## src/rtl/bldc_commutator_if.sv

```systemverilog
// Signal bundle between the commutator and its neighbours:
// hall/PWM/direction/enable in, gate enables and telemetry out.
interface bldc_commutator_if #(
   parameter int PERIOD_W = 24
);
   logic [2:0]          hall;
   logic                pwm_in;
   logic                dir;
   logic                enable;
   logic [2:0]          inh;
   logic [2:0]          inl;
   logic [2:0]          sector;
   logic [1:0]          fault;
   logic [PERIOD_W-1:0] comm_period;
   logic [23:0]         comm_count;

   modport master (
      output hall, pwm_in, dir, enable,
      input  inh, inl, sector, fault, comm_period, comm_count
   );

   modport slave (
      input  hall, pwm_in, dir, enable,
      output inh, inl, sector, fault, comm_period, comm_count
   );
endinterface

```

## src/rtl/bldc_commutator.sv

```systemverilog
// Six-step BLDC commutation sequencer: hall synchroniser and glitch filter,
// sector decode, dead-time FSM with fault detection, step telemetry.
module bldc_commutator #(
   parameter int FILTER_CYCLES = 16,
   parameter int DEAD_CYCLES   = 32,
   parameter int STALL_CYCLES  = 3_200_000,
   parameter int PERIOD_W      = 24
) (
   input  logic             clk,
   input  logic             reset_n,
   bldc_commutator_if.slave bus
);
   typedef enum logic [1:0] {IDLE, DEAD, DRIVE, FAULT} state_t;

   localparam logic [2:0]          SEC_INVALID = 3'd7;
   localparam logic [7:0]          FILT_MAX    = 8'(FILTER_CYCLES);
   localparam logic [9:0]          DEAD_LOAD   = 10'(DEAD_CYCLES - 1);
   localparam logic [31:0]         STALL_LIM   = 32'(STALL_CYCLES);
   localparam logic [PERIOD_W-1:0] PERIOD_MAX  = '1;

   // Hall code to sector number; the two all-equal codes are impossible on a healthy motor.
   function automatic logic [2:0] decode_hall(input logic [2:0] code);
      logic [2:0] s;
      case (code)
         3'b101:  s = 3'd0;
         3'b100:  s = 3'd1;
         3'b110:  s = 3'd2;
         3'b010:  s = 3'd3;
         3'b011:  s = 3'd4;
         3'b001:  s = 3'd5;
         default: s = SEC_INVALID;
      endcase
      return s;
   endfunction

   function automatic logic [2:0] sec_plus(input logic [2:0] s);
      return (s == 3'd5) ? 3'd0 : s + 3'd1;
   endfunction

   function automatic logic [2:0] sec_minus(input logic [2:0] s);
      return (s == 3'd0) ? 3'd5 : s - 3'd1;
   endfunction

   // {high-side one-hot, low-side one-hot}; reverse swaps the two phases.
   function automatic logic [5:0] drive_pattern(input logic [2:0] s, input logic rev);
      logic [2:0] hi;
      logic [2:0] lo;
      hi = 3'b000;
      lo = 3'b000;
      case (s)
         3'd0: begin hi = 3'b001; lo = 3'b010; end
         3'd1: begin hi = 3'b001; lo = 3'b100; end
         3'd2: begin hi = 3'b010; lo = 3'b100; end
         3'd3: begin hi = 3'b010; lo = 3'b001; end
         3'd4: begin hi = 3'b100; lo = 3'b001; end
         3'd5: begin hi = 3'b100; lo = 3'b010; end
         default: begin hi = 3'b000; lo = 3'b000; end
      endcase
      return rev ? {lo, hi} : {hi, lo};
   endfunction

   logic [2:0]          hall_meta_reg, hall_sync_reg, cand_reg;
   logic [7:0]          filt_cnt_reg, filt_cnt_next;
   logic [2:0]          sector_reg;
   logic [2:0]          dec_sector;
   logic                acc_load, sec_chg, step_fwd, step_rev, sec_jump;
   state_t              state_reg;
   logic [9:0]          dead_cnt_reg;
   logic [31:0]         stall_cnt_reg;
   logic [2:0]          hi_sel_reg, inl_reg;
   logic [1:0]          fault_reg;
   logic                drive_dir_reg;
   logic [PERIOD_W-1:0] period_cnt_reg, comm_period_reg;
   logic [23:0]         comm_count_reg;

   // Stability count: a fresh mismatch counts as the first stable cycle, so the
   // code is accepted FILTER_CYCLES clocks after it reaches the sync stage.
   always_comb begin
      filt_cnt_next = filt_cnt_reg;
      if (hall_sync_reg != cand_reg) begin
         filt_cnt_next = 8'd1;
      end else if (filt_cnt_reg != FILT_MAX) begin
         filt_cnt_next = filt_cnt_reg + 8'd1;
      end
   end

   assign acc_load   = (filt_cnt_next == FILT_MAX);
   assign dec_sector = decode_hall(hall_sync_reg);
   assign sec_chg    = acc_load && (dec_sector != sector_reg);
   assign step_fwd   = sec_chg && (sector_reg != SEC_INVALID) && (dec_sector == sec_plus(sector_reg));
   assign step_rev   = sec_chg && (sector_reg != SEC_INVALID) && (dec_sector == sec_minus(sector_reg));
   assign sec_jump   = sec_chg && (dec_sector != SEC_INVALID) && !step_fwd && !step_rev;

   // Synchronise hall, track the candidate and publish the accepted sector.
   always_ff @(posedge clk or negedge reset_n) begin
      if (!reset_n) begin
         hall_meta_reg <= 3'b000;
         hall_sync_reg <= 3'b000;
         cand_reg      <= 3'b000;
         filt_cnt_reg  <= 8'd0;
         sector_reg    <= SEC_INVALID;
      end else begin
         hall_meta_reg <= bus.hall;
         hall_sync_reg <= hall_meta_reg;
         cand_reg      <= hall_sync_reg;
         filt_cnt_reg  <= filt_cnt_next;
         if (acc_load) begin
            sector_reg <= dec_sector;
         end
      end
   end

   // Step counter and period capture run in every state so coasting is measured.
   always_ff @(posedge clk or negedge reset_n) begin
      if (!reset_n) begin
         period_cnt_reg  <= '0;
         comm_period_reg <= '1;
         comm_count_reg  <= 24'd0;
      end else if (step_fwd || step_rev) begin
         comm_period_reg <= period_cnt_reg;
         period_cnt_reg  <= PERIOD_W'(1);
         comm_count_reg  <= step_fwd ? comm_count_reg + 24'd1 : comm_count_reg - 24'd1;
      end else if (period_cnt_reg != PERIOD_MAX) begin
         period_cnt_reg <= period_cnt_reg + PERIOD_W'(1);
      end
   end

   // Commutation FSM with registered gate selects and sticky fault code.
   always_ff @(posedge clk or negedge reset_n) begin
      if (!reset_n) begin
         state_reg     <= IDLE;
         dead_cnt_reg  <= 10'd0;
         stall_cnt_reg <= 32'd0;
         hi_sel_reg    <= 3'b000;
         inl_reg       <= 3'b000;
         fault_reg     <= 2'd0;
         drive_dir_reg <= 1'b0;
      end else begin
         case (state_reg)
            IDLE: begin
               hi_sel_reg <= 3'b000;
               inl_reg    <= 3'b000;
               fault_reg  <= 2'd0;
               if (bus.enable) begin
                  state_reg    <= DEAD;
                  dead_cnt_reg <= DEAD_LOAD;
               end
            end
            DEAD: begin
               hi_sel_reg <= 3'b000;
               inl_reg    <= 3'b000;
               if (!bus.enable) begin
                  state_reg <= IDLE;
               end else if (sec_chg) begin
                  dead_cnt_reg <= DEAD_LOAD;
               end else if (dead_cnt_reg != 10'd0) begin
                  dead_cnt_reg <= dead_cnt_reg - 10'd1;
               end else if (sector_reg != SEC_INVALID) begin
                  state_reg               <= DRIVE;
                  {hi_sel_reg, inl_reg}   <= drive_pattern(sector_reg, bus.dir);
                  drive_dir_reg           <= bus.dir;
                  stall_cnt_reg           <= 32'd0;
               end else begin
                  state_reg <= FAULT;
                  fault_reg <= 2'd1;
               end
            end
            DRIVE: begin
               if (!bus.enable || sec_chg || (bus.dir != drive_dir_reg) ||
                   ((STALL_LIM != 32'd0) && (stall_cnt_reg == STALL_LIM - 32'd1))) begin
                  hi_sel_reg <= 3'b000;
                  inl_reg    <= 3'b000;
               end
               if (!bus.enable) begin
                  state_reg <= IDLE;
               end else if (sec_chg && (dec_sector == SEC_INVALID)) begin
                  state_reg <= FAULT;
                  fault_reg <= 2'd1;
               end else if (sec_jump) begin
                  state_reg <= FAULT;
                  fault_reg <= 2'd3;
               end else if ((STALL_LIM != 32'd0) && (stall_cnt_reg == STALL_LIM - 32'd1)) begin
                  state_reg <= FAULT;
                  fault_reg <= 2'd2;
               end else if (sec_chg || (bus.dir != drive_dir_reg)) begin
                  state_reg    <= DEAD;
                  dead_cnt_reg <= DEAD_LOAD;
               end else begin
                  stall_cnt_reg <= stall_cnt_reg + 32'd1;
               end
            end
            FAULT: begin
               hi_sel_reg <= 3'b000;
               inl_reg    <= 3'b000;
               if (!bus.enable) begin
                  state_reg <= IDLE;
                  fault_reg <= 2'd0;
               end
            end
            default: begin
               state_reg <= IDLE;
            end
         endcase
      end
   end

   // High side chops with the PWM; the low side stays solidly on.
   assign bus.inh         = hi_sel_reg & {3{bus.pwm_in}};
   assign bus.inl         = inl_reg;
   assign bus.sector      = sector_reg;
   assign bus.fault       = fault_reg;
   assign bus.comm_period = comm_period_reg;
   assign bus.comm_count  = comm_count_reg;
endmodule

```

## src/flat_wrapper.sv

```systemverilog
// flat-port wrapper written by rule: the top's interface ports become plain ports
module bldc_commutator_flat 
#(
   parameter int FILTER_CYCLES = 16,
   parameter int DEAD_CYCLES   = 32,
   parameter int STALL_CYCLES  = 3_200_000,
   parameter int PERIOD_W      = 24
)
  (clk, reset_n, bus_hall, bus_pwm_in, bus_dir, bus_enable, bus_inh, bus_inl, bus_sector, bus_fault, bus_comm_period, bus_comm_count);
  bldc_commutator_if #(.PERIOD_W(PERIOD_W)) bus_i ();
  input  logic clk;
  input  logic reset_n;
  input wire logic [$bits(bus_i.hall)-1:0] bus_hall;
  input wire logic [$bits(bus_i.pwm_in)-1:0] bus_pwm_in;
  input wire logic [$bits(bus_i.dir)-1:0] bus_dir;
  input wire logic [$bits(bus_i.enable)-1:0] bus_enable;
  output wire logic [$bits(bus_i.inh)-1:0] bus_inh;
  output wire logic [$bits(bus_i.inl)-1:0] bus_inl;
  output wire logic [$bits(bus_i.sector)-1:0] bus_sector;
  output wire logic [$bits(bus_i.fault)-1:0] bus_fault;
  output wire logic [$bits(bus_i.comm_period)-1:0] bus_comm_period;
  output wire logic [$bits(bus_i.comm_count)-1:0] bus_comm_count;
  assign bus_i.hall = bus_hall;
  assign bus_i.pwm_in = bus_pwm_in;
  assign bus_i.dir = bus_dir;
  assign bus_i.enable = bus_enable;
  assign bus_inh = bus_i.inh;
  assign bus_inl = bus_i.inl;
  assign bus_sector = bus_i.sector;
  assign bus_fault = bus_i.fault;
  assign bus_comm_period = bus_i.comm_period;
  assign bus_comm_count = bus_i.comm_count;
  bldc_commutator #(.FILTER_CYCLES(FILTER_CYCLES), .DEAD_CYCLES(DEAD_CYCLES), .STALL_CYCLES(STALL_CYCLES), .PERIOD_W(PERIOD_W)) u_core (.clk(clk), .reset_n(reset_n), .bus(bus_i));
endmodule
```

## config.mk

```make
export PLATFORM = sky130hd
export DESIGN_NAME = bldc_commutator_flat
export DESIGN_NICKNAME = d
export VERILOG_FILES = /design/src/rtl/bldc_commutator_if.sv /design/src/rtl/bldc_commutator.sv /design/src/flat_wrapper.sv
export SDC_FILE = /design/constraint.sdc
export NUM_CORES = 1
export LEC_CHECK = 0
export ABC_AREA = 1
export CORE_MARGIN = 5
export CORE_UTILIZATION = 30
export CTS_CLUSTER_SIZE = 24
export DETAILED_ROUTE_END_ITERATION = 8
export PLACE_DENSITY = 0.42
export SYNTH_ARGS = -nofsm -noshare
export SYNTH_HDL_FRONTEND = slang
export SYNTH_SLANG_ARGS = --single-unit
```

## constraint.sdc

```tcl
create_clock -name clk -period 6 [get_ports clk]
set_input_delay 0.9 -clock clk [delete_from_list [all_inputs] [get_ports clk]]
set_output_delay 0.9 -clock clk [all_outputs]
set_load 0.02 [all_outputs]
```

# Word-level counts from Yosys, hierarchy flattened
# Index checks and enable logic that the tools add are counted.
# word_totals
reg_bits	145
inputBits	8
output_inout_bits	59
elab_cells	168
# classes
n_addsub	8
n_eq_ne	45
n_mux	63
n_bitwise	3
n_reduce_logical	34
# op_table
cell	n
2-to-1 mux 32 bit	9
2-to-1 mux 10 bit	9
2-to-1 mux 24 bit	3
case mux 32 bit (2 select lines)	1
adder 24 x 1 -> 24 bit (second input constant)	2
2-to-1 mux 2 bit	18
case mux 3 bit (3 select lines)	4
2-to-1 mux 3 bit	11
adder 32 x 1 -> 32 bit (second input constant)	1
== test 32 x 22 -> 1 bit (second input constant)	1
case mux 10 bit (3 select lines)	1
inequality test 24 bit (second input constant)	1
subtractor 24 x 1 -> 24 bit (second input constant)	1
inequality test 2 bit (second input constant)	11
== test 3 bit (second input constant)	6
case mux 3 bit (6 select lines)	1
2-to-1 mux 8 bit	2
case mux 2 bit (4 select lines)	2
OR reduction 2 bit	7
== test 3 x 2 -> 1 bit (second input constant)	4
inequality test 3 bit (second input constant)	4
AND reduction 10 bit	1
AND reduction 5 bit	2
nonzero test 10 bit	1
29 further kinds	50

# Depth between registers and ports, before layout
# logic_depth
depth_word	14
mapped_depth	24
mapped_depth_nobuf	24

# Worst setup path before layout
# Ideal clock, no wire load.
# synth_path
kind	flip-flop to flip-flop
startpoint	reg u_core.sector_reg[0], in the netlist u_core.bus.sector[0]
endpoint	reg u_core.comm_count_reg[11], in the netlist u_core.bus.comm_count[11]
setup_time_ns	0.123
arrival_ns	3.557
required_time_ns	5.877
setup_slack_ns	2.320
path_stages_with_launch	18
path_buffers	1
period_less_slack_ns	3.680
cell_sequence	dfstp_2 > clkbuf_2 > nand2_1 > inv_1 > ha_1 > nand2_1 > xor2_1 > nor3_2 > nand4_4 > ha_1 > a21oi_1 > o21ai_0 > a21oi_1 > o21bai_1 > a21oi_1 > o21ai_0 > xnor2_1 > o21ai_1
# synth_via
elab_chain_cells	5
elab_cells_between_ends	16
classes_between	add/sub: 2; eq/ne: 5; mux: 3; reduce/logical: 6
# synth_rtl
element	line	text
from (decl)	bldc_commutator.sv:64	logic [2:0] sector_reg;
from (signal assigned)	bldc_commutator.sv:108	sector_reg <= dec_sector;
adder 3 x 1 -> 3 bit, or another cell as far along	bldc_commutator.sv:37	return (s == 3'd5) ? 3'd0 : s + 3'd1;
2-to-1 mux 3 bit, or another cell as far along	bldc_commutator.sv:37	
== test 3 bit, or another cell as far along	bldc_commutator.sv:90	assign step_fwd = sec_chg && (sector_reg != SEC_INVALID) && (dec_sector == sec_plus(sector_reg));
logical AND 1 bit, on equally long branches	bldc_commutator.sv:90, bldc_commutator.sv:91	
2-to-1 mux 24 bit or logical OR 1 bit (tied branches)	bldc_commutator.sv:122, bldc_commutator.sv:119	
to (signal assigned)	bldc_commutator.sv:122	comm_count_reg <= step_fwd ? comm_count_reg + 24'd1 : comm_count_reg - 24'd1;
to (decl)	bldc_commutator.sv:74	logic [23:0] comm_count_reg;
# Several ways; a longest one is shown, not always the timed one.
# A chain may end at the register's enable or synchronous reset.

# Worst setup path after layout
# layout_path
startpoint	reg u_core.filt_cnt_reg[0]
endpoint	reg u_core.comm_count_reg[11], in the netlist u_core.bus.comm_count[11]
# layout_via
elab_chain_cells	8
elab_cells_between_ends	11
classes_between	add/sub: 1; eq/ne: 2; mux: 3; reduce/logical: 5
# layout_rtl
element	line	text
from (decl)	bldc_commutator.sv:63	logic [7:0] filt_cnt_reg, filt_cnt_next;
from (signal assigned)	bldc_commutator.sv:106	filt_cnt_reg <= filt_cnt_next;
adder 8 x 1 -> 8 bit or inequality test 8 x 5 -> 1 bit (tied branches)	bldc_commutator.sv:83, bldc_commutator.sv:82	
2-to-1 mux 8 bit (*)	bldc_commutator.sv:82	end else if (filt_cnt_reg != FILT_MAX) begin
2-to-1 mux 8 bit (*)	bldc_commutator.sv:80	if (hall_sync_reg != cand_reg) begin
== test 8 x 5 -> 1 bit (*)	bldc_commutator.sv:87	assign acc_load = (filt_cnt_next == FILT_MAX);
logical AND 1 bit (*)	bldc_commutator.sv:89	assign sec_chg = acc_load && (dec_sector != sector_reg);
logical AND 1 bit (*)	bldc_commutator.sv:90, bldc_commutator.sv:91	
logical AND 1 bit, on equally long branches	bldc_commutator.sv:90, bldc_commutator.sv:91	
2-to-1 mux 24 bit or logical OR 1 bit (tied branches)	bldc_commutator.sv:122, bldc_commutator.sv:119	
# Mark *: on every way between the ends. The rest lies on a longest branch, timed or not.

==> flow_summary_export.csv <==
group,metric,value,unit
timing,worstMarginPinSlew,0.8985,ns
clock_network,cts_buffers,17,
detailed_routing,drtIter0Drc,369,
worst_setup_path,crit_buf_inv,2,
die,start_util,0.3035,
global_routing,grt_overflow_total,0,
die,die_width,185.7,µm
detailed_routing,vias_per_cell,4.602,
worst_setup_path,start_kind,"flip-flop",
logic_synthesis,synth_compound_area_frac,0.1342,
run,drv_cap,0,
clock_network,root_buffer,"clkbuf_16",
finish,final_cells,1628,
power_and_ir_drop,power_frac_comb,0.225,
logic_synthesis,synth_simple_gate_area_frac,0.2966,
timing,whs,0.3084,ns
finish,largest_register_ffs,32,
global_routing,grt_pass1_vias,7584,
power_and_ir_drop,power.density,259.1,mW/mm²
logic_synthesis,ys_ff_latch,145,
clock_network,cts_max_level,4,
worst_setup_path,cp-end-kind,"flip-flop",
logic_synthesis,synth_cells,1156,
logic_synthesis,synth_top_family_by_area,"simple AND/OR/NAND/NOR gates",
clock_network,cts_resized,0,
place,port_buffers,66,
clock_network,cts_num_sinks,145,
detailed_routing,vias,7492,
clock_network,ctsHoldBuffers,0,
timing,setup-tns-final,0,ns
timing,setup_viol,0,
logic_synthesis,yosys.area.top_type,"dfrtp_1",
timing,hold_viol_final,0,
timing,slew_headroom,0.4010,
power_and_ir_drop,power_frac_seq,0.381,
worst_setup_path,slowest_delay,0.60,ns
global_routing,grt_pass1_wl,38.98,mm
detailed_routing,dr.pass1.iters,5,
logic_synthesis,synth-edff-count,0,
power_and_ir_drop,clkPwrFrac,0.393,
worst_setup_path,critPathKind,"reg -> reg",
finish,finish.utilization,0.3546,
power_and_ir_drop,leakage,0.004822,µW
finish,area_delta_synth_final,16.84,%
logic_synthesis,synth_seq_area_share,0.3955,
worst_setup_path,cpMostUsedCell,"a21oi_1",
worst_setup_path,critical_path_peak_fanout,27,
place,placed_area,0.01022,mm²
power_and_ir_drop,power.net_switching,992.3,µW
detailed_routing,wl_per_cell,13.88,µm
worst_setup_path,cp_data_required_time,6.29,ns
finish,num_antenna_cells,0,
worst_setup_path,ff2ff_setup_slack,1.83,ns
logic_synthesis,ys_warn_count,0,
power_and_ir_drop,vdd_ir_drop_max,0.2026,mV
clock_network,clkLatencyLatePin,0.43,ns
die,die_y,185.7,µm
logic_synthesis,ys.flop_type,"dfrtp_1",
timing,rsz0062_at_grt,"no",
detailed_routing,drc_errors,0,
logic_synthesis,yosysMostFrequentCell,"nand2_1",
die,dieArea,0.03448,mm²
die,core_area,0.03051,mm²
timing,timing.fmax,0.2396,GHz
power_and_ir_drop,internal-power,1811,µW
detailed_routing,postRouteAntennaNets,0,
finish,nets,1261,
logic_synthesis,ys_top_cells_by_count,"nand2_1 (318), dfrtp_1 (118), inv_1 (109), nor2_1 (93), o21ai_2 (62)",
place,place.gp.congestion,0.8479,
timing,maxSlewViolCount,0,
logic_synthesis,synth-xor-area-share,0.05499,
logic_synthesis,syn_avg_cell_area,8.010,µm²
detailed_routing,wl_met2,10.24,mm
status,outcome,"finished clean",
worst_setup_path,critPathSlowestCell,"ha_1",
logic_synthesis,synthesis.nets,1198,
finish,drive_gt1_frac,0.1631,
logic_synthesis,ys_async_sr_fraction,1.000,
timing,finalClockSkew,0.01298,ns
place,placed_cells,1596,
worst_hold_path,hold_path_class,"in -> async",
logic_synthesis,ys_types,53,
timing,finalCriticalPeriod,4.174,ns
die,rows,64,
clock_network,postCtsSetupRepairBufs,0,
clock_network,clockBufferDepth,2,
timing,period_share,0.6957,
logic_synthesis,netlist_area,0.009260,mm²
finish,stdcell_area,0.01082,mm²
worst_setup_path,crit_arrival,4.46,ns
worst_setup_path,crit_chain,"inv_1, ha_1, inv_1, nor2_2, nand2_2, nand2_1, nand2_1, nor2_2, nand3_2, nor2_8, nand4_4, ha_1, a21oi_1, o21ai_0, a21oi_1, o21bai_1, a21oi_1, o21ai_0, xnor2_1, o21ai_1",
logic_synthesis,synthAdderAreaFrac,0.04675,
global_routing,grt_antenna_before_repair,0,
detailed_routing,m1WireLength,11.32,mm
clock_network,cts_tree,"yes",
clock_network,clk_pin_slew_worst_paths,0.07,ns
global_routing,grt_max_degree,68,
detailed_routing,wl_met3,779,µm
worst_setup_path,crit_family,"simple AND/OR/NAND/NOR gates",
place,dp_hpwl,16.47,mm
global_routing,grt_usage,0.1392,
logic_synthesis,yosys-top-cells-area,"dfrtp_1 (32%), nand2_1 (13%), dfstp_2 (7.7%), o21ai_2 (5.9%), ha_1 (4.5%)",
detailed_routing,wl,22.60,mm
power_and_ir_drop,switching_share,0.3539,
detailed_routing,top_layer,"met4",
logic_synthesis,synthDominantCellAreaShare,0.3189,
die,ios,67,
logic_synthesis,synthMuxAreaShare,0,
==> metal layers <==
layer,up-vias,track usage
met5,-,0
met4,0,0.03643
met3,17,0.03361
met2,94,0.2229
met1,3472,0.1895
li1,3909,-
==> metrics by stage <==
| step | worst slack (ns) | total power [µW] |
|---|---|---|
| floorplan | 2.320 | 1671 |
| global placement | 1.936 | 1736 |
| detailed placement | 1.835 | 1737 |
| CTS | 1.820 | 2867 |
| global route | 1.424 | 3002 |
| finish | 1.826 | 2804 |
==> logic make-up after synthesis <==
family,after synthesis
AOI/OAI and AO/OA,185
xor gates and xnor gates,56
adders and majority gates,34
buffers and inverters,143
DFF,145
and+or+nand+nor,593
==> layout make-up <==
type / instances / area, µm²
clock inverters: 14 / 160.2
fillers: 3206 / 19690
inverters: 117 / 439.2
well taps: 396 / 495.5
repair buffers: 70 / 691.9
multi-input cells: 868 / 4931
clock buffers: 18 / 439.2
flip-flops and latches: 145 / 3662
==> power by group through the flow <==
stage          clock network (µW)  logic, µW  registers (µW)
6_report                     1100        632            1070
5_1_grt                      1190        730            1080
4_1_cts                      1150        651            1070
3_5_place_dp                    0        650            1090
3_3_place_gp                    0        648            1090
2_1_floorplan                   0        588            1080
==> path summary, 6_finish.rpt <==
check	startpoint	to	cells past startpoint
max in group asynchronous	reset_n	u_core.period_cnt_reg[2]	2
min reg2reg	u_core.hall_meta_reg[2]	u_core.hall_sync_reg[2]	0
min	reset_n	u_core.hi_sel_reg[2]	1
max reg2reg	u_core.filt_cnt_reg[0]	u_core.bus.comm_count[11]	20
max	u_core.filt_cnt_reg[0]	u_core.bus.comm_count[11]	20
min in group clk	u_core.hall_meta_reg[2]	u_core.hall_sync_reg[2]	0
==> layout by cell type, fill, tap and decap left out, types with 22 or more instances in the layout <==
master,instances
nand3_1,51
o21ai_0,38
dfrtp_1,118
or2_2,22
o21ai_2,62
a21oi_1,43
inv_1,109
dfstp_2,27
clkdlybuf4s50_1,65
nand2_1,318
ha_1,33
nor2_1,93
nor3_1,34
xor2_1,38
No activity file was read; power rests on OpenSTA's default activity.
